$ cat config.mk
export PLATFORM = sky130hd
export DESIGN_NAME = rr_mux_arbiter
export DESIGN_NICKNAME = d
export VERILOG_FILES = /design/src/rtl/rr_mux_arbiter_pkg.sv /design/src/rtl/rr_mux_arbiter_mux4_sel.sv /design/src/rtl/rr_mux_arbiter.sv
export SDC_FILE = /design/constraint.sdc
export NUM_CORES = 1
export LEC_CHECK = 0
export ABC_AREA = 1
export CORE_MARGIN = 2
export CORE_UTILIZATION = 30
export CTS_BUF_LIST = sky130_fd_sc_hd__clkbuf_8
export DETAILED_ROUTE_END_ITERATION = 12
export PLACE_DENSITY_LB_ADDON = 0.2
export SYNTH_ARGS = -nofsm -noshare
export SYNTH_HDL_FRONTEND = slang
export SYNTH_HIERARCHICAL = 1
export SYNTH_SLANG_ARGS = --single-unit
$ cat constraint.sdc
create_clock -name clk -period 2 [get_ports clk]
set_input_delay 0.4 -clock clk [delete_from_list [all_inputs] [get_ports clk]]
set_output_delay 0.4 -clock clk [all_outputs]
set_load 0.05 [all_outputs]
$ cat src/rtl/rr_mux_arbiter_pkg.sv
// Shared constants, state encoding and the rotating-priority grant picker
// used by rr_mux_arbiter and its bench.
package rr_mux_arbiter_pkg;

    localparam int unsigned NUM_REQ      = 4;
    localparam int unsigned IDX_W        = 2;
    localparam int unsigned CNT_W        = 4;
    localparam int unsigned MAX_HOLD_DEF = 8;

    typedef enum logic {
        ST_IDLE  = 1'b0,
        ST_GRANT = 1'b1
    } state_t;

    // First requesting index in the order ptr, ptr+1, ptr+2, ptr+3 (mod 4).
    function automatic logic [IDX_W-1:0] rr_pick(input logic [NUM_REQ-1:0] req,
                                                 input logic [IDX_W-1:0]   ptr);
        logic [IDX_W-1:0] idx;
        logic [IDX_W-1:0] result;
        logic             found;
        result = ptr;
        found  = 1'b0;
        for (int i = 0; i < NUM_REQ; i++) begin
            idx = ptr + IDX_W'(i);
            if (!found && req[idx]) begin
                result = idx;
                found  = 1'b1;
            end
        end
        return result;
    endfunction

endpackage

$ cat src/rtl/rr_mux_arbiter_mux4_sel.sv
// Plain 4:1 single-bit data select driven by the arbiter's registered owner index.
module mux4_sel
    import rr_mux_arbiter_pkg::*;
(
    input  logic [NUM_REQ-1:0] d,
    input  logic [IDX_W-1:0]   s,
    output logic               y
);

    always_comb begin
        y = 1'b0;
        case (s)
            2'd0:    y = d[0];
            2'd1:    y = d[1];
            2'd2:    y = d[2];
            default: y = d[3];
        endcase
    end

endmodule

$ cat src/rtl/rr_mux_arbiter.sv
// Four-requester round-robin arbiter with bounded hold time, steering the
// owner's data bit onto a shared output.
module rr_mux_arbiter
    import rr_mux_arbiter_pkg::*;
#(
    parameter int unsigned MAX_HOLD = MAX_HOLD_DEF
) (
    input  logic                clk,
    input  logic                rst_n,
    input  logic [NUM_REQ-1:0]  req,
    input  logic [NUM_REQ-1:0]  din,
    output logic [NUM_REQ-1:0]  gnt,
    output logic [IDX_W-1:0]    sel,
    output logic                y,
    output logic                busy
);

    state_t           state;
    logic [IDX_W-1:0] ptr;
    logic [CNT_W-1:0] cnt;
    logic [IDX_W-1:0] pick;
    logic             release_now;
    logic             mux_y;

    assign pick        = rr_pick(req, ptr);
    assign release_now = !req[sel] || (cnt == CNT_W'(MAX_HOLD));

    // Owner, grant and busy are all registered; sel doubles as the owner index.
    always_ff @(posedge clk or negedge rst_n) begin
        if (!rst_n) begin
            state <= ST_IDLE;
            gnt   <= '0;
            sel   <= '0;
            busy  <= 1'b0;
            ptr   <= '0;
            cnt   <= '0;
        end else begin
            case (state)
                ST_IDLE: begin
                    if (req != '0) begin
                        state <= ST_GRANT;
                        gnt   <= NUM_REQ'(1) << pick;
                        sel   <= pick;
                        busy  <= 1'b1;
                        cnt   <= CNT_W'(1);
                    end
                end
                ST_GRANT: begin
                    // Drop and timeout on the same edge collapse into one release.
                    if (release_now) begin
                        state <= ST_IDLE;
                        gnt   <= '0;
                        busy  <= 1'b0;
                        ptr   <= sel + IDX_W'(1);
                        cnt   <= '0;
                    end else begin
                        cnt   <= cnt + CNT_W'(1);
                    end
                end
                default: begin
                    state <= ST_IDLE;
                    gnt   <= '0;
                    busy  <= 1'b0;
                end
            endcase
        end
    end

    mux4_sel u_mux (
        .d (din),
        .s (sel),
        .y (mux_y)
    );

    assign y = busy & mux_y;

endmodule

==> out/metrics.yaml, run 1 <==
sta:
  layout_min_cycle_time_ps: 1840
  min_period_over_period_pct: 92.1
  rsz0062_at_grt: "no"
  setup_viol: 0
  fin_worst_skew_ps: 5.07
  hold_slack_ps: 492
  report.final.slew_viol_count: 0
  finalWorstSetupSlack_ps: 158
  worstMarginPinSlew_ps: 637
  fmax_ghz: 0.543
  slew_headroom_pct: 57.4
  hold_violations: 0
drt:
  drtIter0Drc: 58
  routed-via-count: 1033
  final_antenna_net_count: 0
  vias_per_cell: 4.49
  drc: 0
  drt_first_pass_iters: 4
  routed_wl_um: 2470
  wl_per_cell_um: 10.7
synth:
  ys_ff_latch: 14
  synth.top_cell.area_share_pct: 33.7
  synth_top_area_cell: "dfrtp_1"
  yosysSeqAreaShare_pct: 33.7
  yosysUniqueCellTypes: 24
  synth_cells: 159
  syn_nets: 171
  syn_area_um2: 1040
  avgSynthCellArea_um2: 6.54
  yosysWarnings: 6
  synth_area_leaders: "dfrtp_1, nand2_1, nand2_2"
floorplan:
  coreArea_um2: 3340
  rows: 21
  dieWidth_um: 62.9
  die_area_um2: 3950
  start_util_pct: 31.2
  die_h_um: 62.9
  boundaryPins: 18
clock_tree:
  cts_buffers: 3
  ctsResizeCount: 0
  clock_path_buffers: 2
  clk_pin_slew_ps: 60
  ctsHoldBuffers: 0
  post_cts_buffers: 0
  cts_root_buf: "clkbuf_8"
  clock_sinks: 14
  htreeDepth: 1
  cts_tree: "yes"
  clkLatencyLatePin_ps: 240
global_route:
  grt_antenna_before_repair: 0
  grt_usage_pct: 13.7
  grt_max_degree: 15
  grt_overflow: 0
  grt_pass1_vias: 1026
  grt_pass1_wl_um: 4420
power_and_ir_drop:
  powerDensity_nw_per_um2: 1720
  peakVddDrop_v: 0.000784
  leakage_uw: 0.000716
final_layout:
  finalNonFillerCells: 230
  fin_nets: 197
  diodes: 0
  layout_commonest_cell: "nand2_1"
  fin_util_pct: 40.6
  fin_area_um2: 1360
  drive_gt1_share_pct: 19.6
  fillers: 359
  final_cell_mix: "nand2_1, inv_1, dfrtp_1, clkdlybuf4s50_1"
  area_delta_synth_final_pct: 30.4
setup_path:
  crit_path_start_kind: "flip-flop"
  crit_fanout: 3
  timing.rr.end: "gnt[0]"
  crit_buf_inv: 1
  critPathArrivalTime_ps: 1440
  r2r_slack_ps: 320
  required_ps: 1600
  endpoint: "busy"
  max_stage_delay_ps: 820
  startpoint: "busy"
  end_kind: "output pin"
  critPathSlowestCell: "clkdlybuf4s50_1"
  rr_worst_depth: 11
  path_cells: "clkdlybuf4s50_1"
  cpLargestDelayFamily: "buffers and inverters"
  r2r-start: "ptr[0]"
  crit_type: "reg2out"
  crit_cells: 1
placement:
  post_dp_cell_area_um2: 1300
  gp_congestion: 0.823
  dpl.cell_count: 226
  dp_hpwl_um: 1950
  dp_slack_ps: -16.4
  port_buffers: 17
run_status:
  outcome: "finished, final reports clean"
worst_hold_path:
  hold_class: "reg2reg"
flow_run:
  drv_cap: 0
state kept, by name, summed over array words and instances, names as in the netlist:
register	flops
cnt	4
ptr	2
gnt	4
state	1
busy	1
sel	2
Yosys cell counts, drive strengths merged:
cell	n
xor2	1
a32oi	1
nand4	1
clkinv	1
o22ai	1
nor4	1
nor2	6
xnor2	1
ha	2
buf	1
a21oi	5
inv	21
o21ai	6
o211ai	2
nand2	81
nand3	14
dfrtp	14
worst min path at each step:
| stage | startpoint | end | slack [ps] | cells past startpoint |
|---|---|---|---|---|
| 3_3_place_gp | gnt[0] | gnt[0] | 470 | 2 |
| 6_report | gnt[2] | gnt[2] | 490 | 2 |
| 4_1_cts | gnt[1] | gnt[1] | 490 | 2 |
| 5_1_grt | gnt[2] | gnt[2] | 510 | 2 |
| 2_1_floorplan | rst_n | busy | 100 | 0 |
| 3_5_place_dp | gnt[2] | gnt[2] | 470 | 2 |
metrics by stage:
step / total power, uW / TNS [ps]
floorplan: 1620 / 0
global placement: 2030 / 0
detailed placement: 2070 / -69.5
CTS: 2350 / 0
global route: 2560 / 0
finish: 2330 / 0
cell families after synthesis:
kind of cell    count (synthesis)  share of synthesized area [%]
buf+inv                        23                           9.03
xor+xnor                        2                           1.69
simple gates                  103                           44.6
fa+ha+maj                       2                           2.41
flops                          14                           33.7
compound gates                 15                           8.54
layout make-up:
cell class	count	area, um2	area share, %
Timing Repair Buffer	22	213	15.7
Multi-Input combinational cell	122	598	44.1
Inverter	22	82.6	6.09
Sequential cell	14	350	25.8
Clock buffer	4	55.1	4.06
Tap cell	46	57.6	4.24
power breakdown:
group,switching [uW],internal [uW]
Clock,95.1,174
Sequential,148,396
Combinational,990,528
layer usage:
metal	share of wire (%)	track usage (%)	vias up
li1	-	-	549
met1	49	18.7	464
met2	47	22.3	18
met3	3.9	2.16	2
met4	0.49	4.17	0
met5	0	0	-
(Power assumes the default switching activity.)
==> inputs of run 2 (changes only) <==
--- a/config.mk
+++ b/config.mk
@@ -10,8 +10,8 @@
 export CORE_UTILIZATION = 30
 export CTS_BUF_LIST = sky130_fd_sc_hd__clkbuf_8
 export DETAILED_ROUTE_END_ITERATION = 12
-export PLACE_DENSITY_LB_ADDON = 0.2
+export HOLD_SLACK_MARGIN = 0.03
+export PLACE_DENSITY_LB_ADDON = 0.08
 export SYNTH_ARGS = -nofsm -noshare
 export SYNTH_HDL_FRONTEND = slang
-export SYNTH_HIERARCHICAL = 1
 export SYNTH_SLANG_ARGS = --single-unit
==> out/metrics.yaml, run 2 <==
setup_path:
  startpoint: "sel[0]"
  required_ps: 1600
  crit_path_start_kind: "flip-flop"
  r2r-start: "ptr[1]"
  timing.rr.end: "gnt[3]"
  crit_fanout: 6
  critPathArrivalTime_ps: 1480
  rr_worst_depth: 12
  r2r_slack_ps: 370
  end_kind: "output pin"
  crit_type: "reg2out"
sta:
  fin_worst_skew_ps: 1.27
  rsz0062_at_grt: "no"
  setup_viol: 0
  min_period_over_period_pct: 93.9
  worstMarginPinSlew_ps: 495
  layout_min_cycle_time_ps: 1880
  slew_headroom_pct: 66.9
  hold_violations: 0
  fmax_ghz: 0.532
  report.final.slew_viol_count: 0
global_route:
  grt_max_degree: 15
  use_met3_pct: 3.04
  use_met2_pct: 23.1
  grt_pass1_vias: 1056
  met1_usage_pct: 18.6
  grt_usage_pct: 14.1
  grt_overflow: 0
  grt_antenna_before_repair: 0
  grt_pass1_wl_um: 4780
  grt.busiest_layer: "met2"
drt:
  drc: 0
  routed_wl_um: 2770
  drt_first_pass_iters: 4
  vias_per_cell: 4.62
  final_antenna_net_count: 0
  routed-via-count: 1131
  drtIter0Drc: 77
  wl_per_cell_um: 11.3
final_layout:
  drive_gt1_share_pct: 23.9
  layout_commonest_cell: "nand2_1"
  final_cell_mix: "nand2_1, nand3_1, clkdlybuf4s50_1"
  fin_nets: 214
  diodes: 0
  fillers: 411
  finalNonFillerCells: 245
  top_regs: "cnt: 4 flops, gnt: 4 flops"
  area_delta_synth_final_pct: 30.0
synth:
  synth.top_cell.area_share_pct: 29.9
  syn_area_um2: 1170
  synthFlopType: "dfrtp_1"
  synth_top_area_cell: "dfrtp_1"
  syn_nets: 185
  yosysSeqAreaShare_pct: 29.9
  synthMuxAreaShare_pct: 0
  synth_top_family_by_area: "simple AND/OR/NAND/NOR gates"
  synth_fa_ha_area_share_pct: 6.40
  synth_area_leaders: "dfrtp_1, nand2_1, ha_1"
  synth_edf_count: 0
  yosysMostFrequentCell: "nand2_1"
  avgSynthCellArea_um2: 6.94
  yosysWarnings: 0
  synth_compound_area_share_pct: 8.53
  async_reset_ff_share_pct: 100
  synth-xor-area-share_pct: 0.746
  ys_top_cells_by_count: "nand2_1, dfrtp_1, nand3_1"
  yosysUniqueCellTypes: 26
  ys_ff_latch: 14
  synth_simple_gate_area_share_pct: 46.1
  synth_cells: 169
clock_tree:
  clock_sinks: 14
  clkLatencyLatePin_ps: 250
  cts_root_buf: "clkbuf_8"
  clock_path_buffers: 2
  clk_pin_slew_ps: 60
  cts_tree: "yes"
  cts_buffers: 3
  htreeDepth: 1
  ctsHoldBuffers: 0
  post_cts_buffers: 0
placement:
  dp_hpwl_um: 2180
  port_buffers: 17
  gp_congestion: 0.773
  dpl.cell_count: 241
power_and_ir_drop:
  leakage_uw: 0.000784
  peakVddDrop_v: 0.000565
  power_uw: 2670
  powerDensity_nw_per_um2: 1750
floorplan:
  die_h_um: 66.5
  boundaryPins: 18
  dieWidth_um: 66.5
  start_util_pct: 31.6
  coreArea_um2: 3720
  die_area_um2: 4430
  rows: 22
worst_hold_path:
  hold_class: "in2async"
run_status:
  outcome: "finished, final reports clean"
flow_run:
  drv_cap: 0
-- run 2: cell type report --
type	instances	area, um2	area share (%)
Clock buffer	4	55.1	3.61
Multi-Input combinational cell	135	739	48.5
Sequential cell	14	352	23.1
Tap cell	48	60.1	3.94
Timing Repair Buffer	27	250	16.4
Inverter	17	68.8	4.51
-- run 2: worst max-delay path, stage by stage (launching register included) --
cell,delay (ps)
dfrtp_1,470
inv_2,160
ha_1,170
nand2_1,80
a31oi_4,200
buf_12,150
-- run 2: logic make-up (layout without fill, tap and decap cells) --
family | Yosys count | after routing
buf+inv | 20 | 48
flops | 14 | 14
fa+ha+maj | 6 | 6
simple gates | 111 | 111
compound gates | 17 | 17
xor+xnor | 1 | 1
-- run 2: timing repair --
item	in CTS	in global routing
endpoints found under the hold margin	0	0
gates resized for setup	0	3
setup endpoints to repair	0	1
-- run 2: layer usage --
layer | share of wire [%] | up-vias | wire length (um)
li1 | - | 589 | -
met1 | 48 | 513 | 1320
met2 | 47 | 24 | 1290
met3 | 4.7 | 5 | 129
met4 | 1.1 | 0 | 30
met5 | 0 | - | 0
-- run 2: power by group --
part           switching [uW]  internal [uW]
clock                     107            175
combinational            1190            671
sequential                134            398
total                    1430           1240
-- run 2: metrics by stage --
stage	cell area, um2	utilization [%]	hold WS, ps	setup WS (ps)	TNS [ps]
global route	1530	41.0	481	1.40	0
finish	1530	41.0	466	122	0
detailed placement	1470	39.5	476	-35.7	-84.6
global placement	1470	39.5	473	-20.0	-35.3
floorplan	1190	-	104	150	0
CTS	1520	41.0	473	10.7	0
-- run 2: worst max path at each step --
stage	depth (start not counted)	slack, ps	endpoint
after floorplan	4	150	y
after global placement	8	-20	gnt[2]
after detailed placement	8	-40	gnt[2]
after CTS	5	10	y
after global routing	5	1	y
final	5	120	y
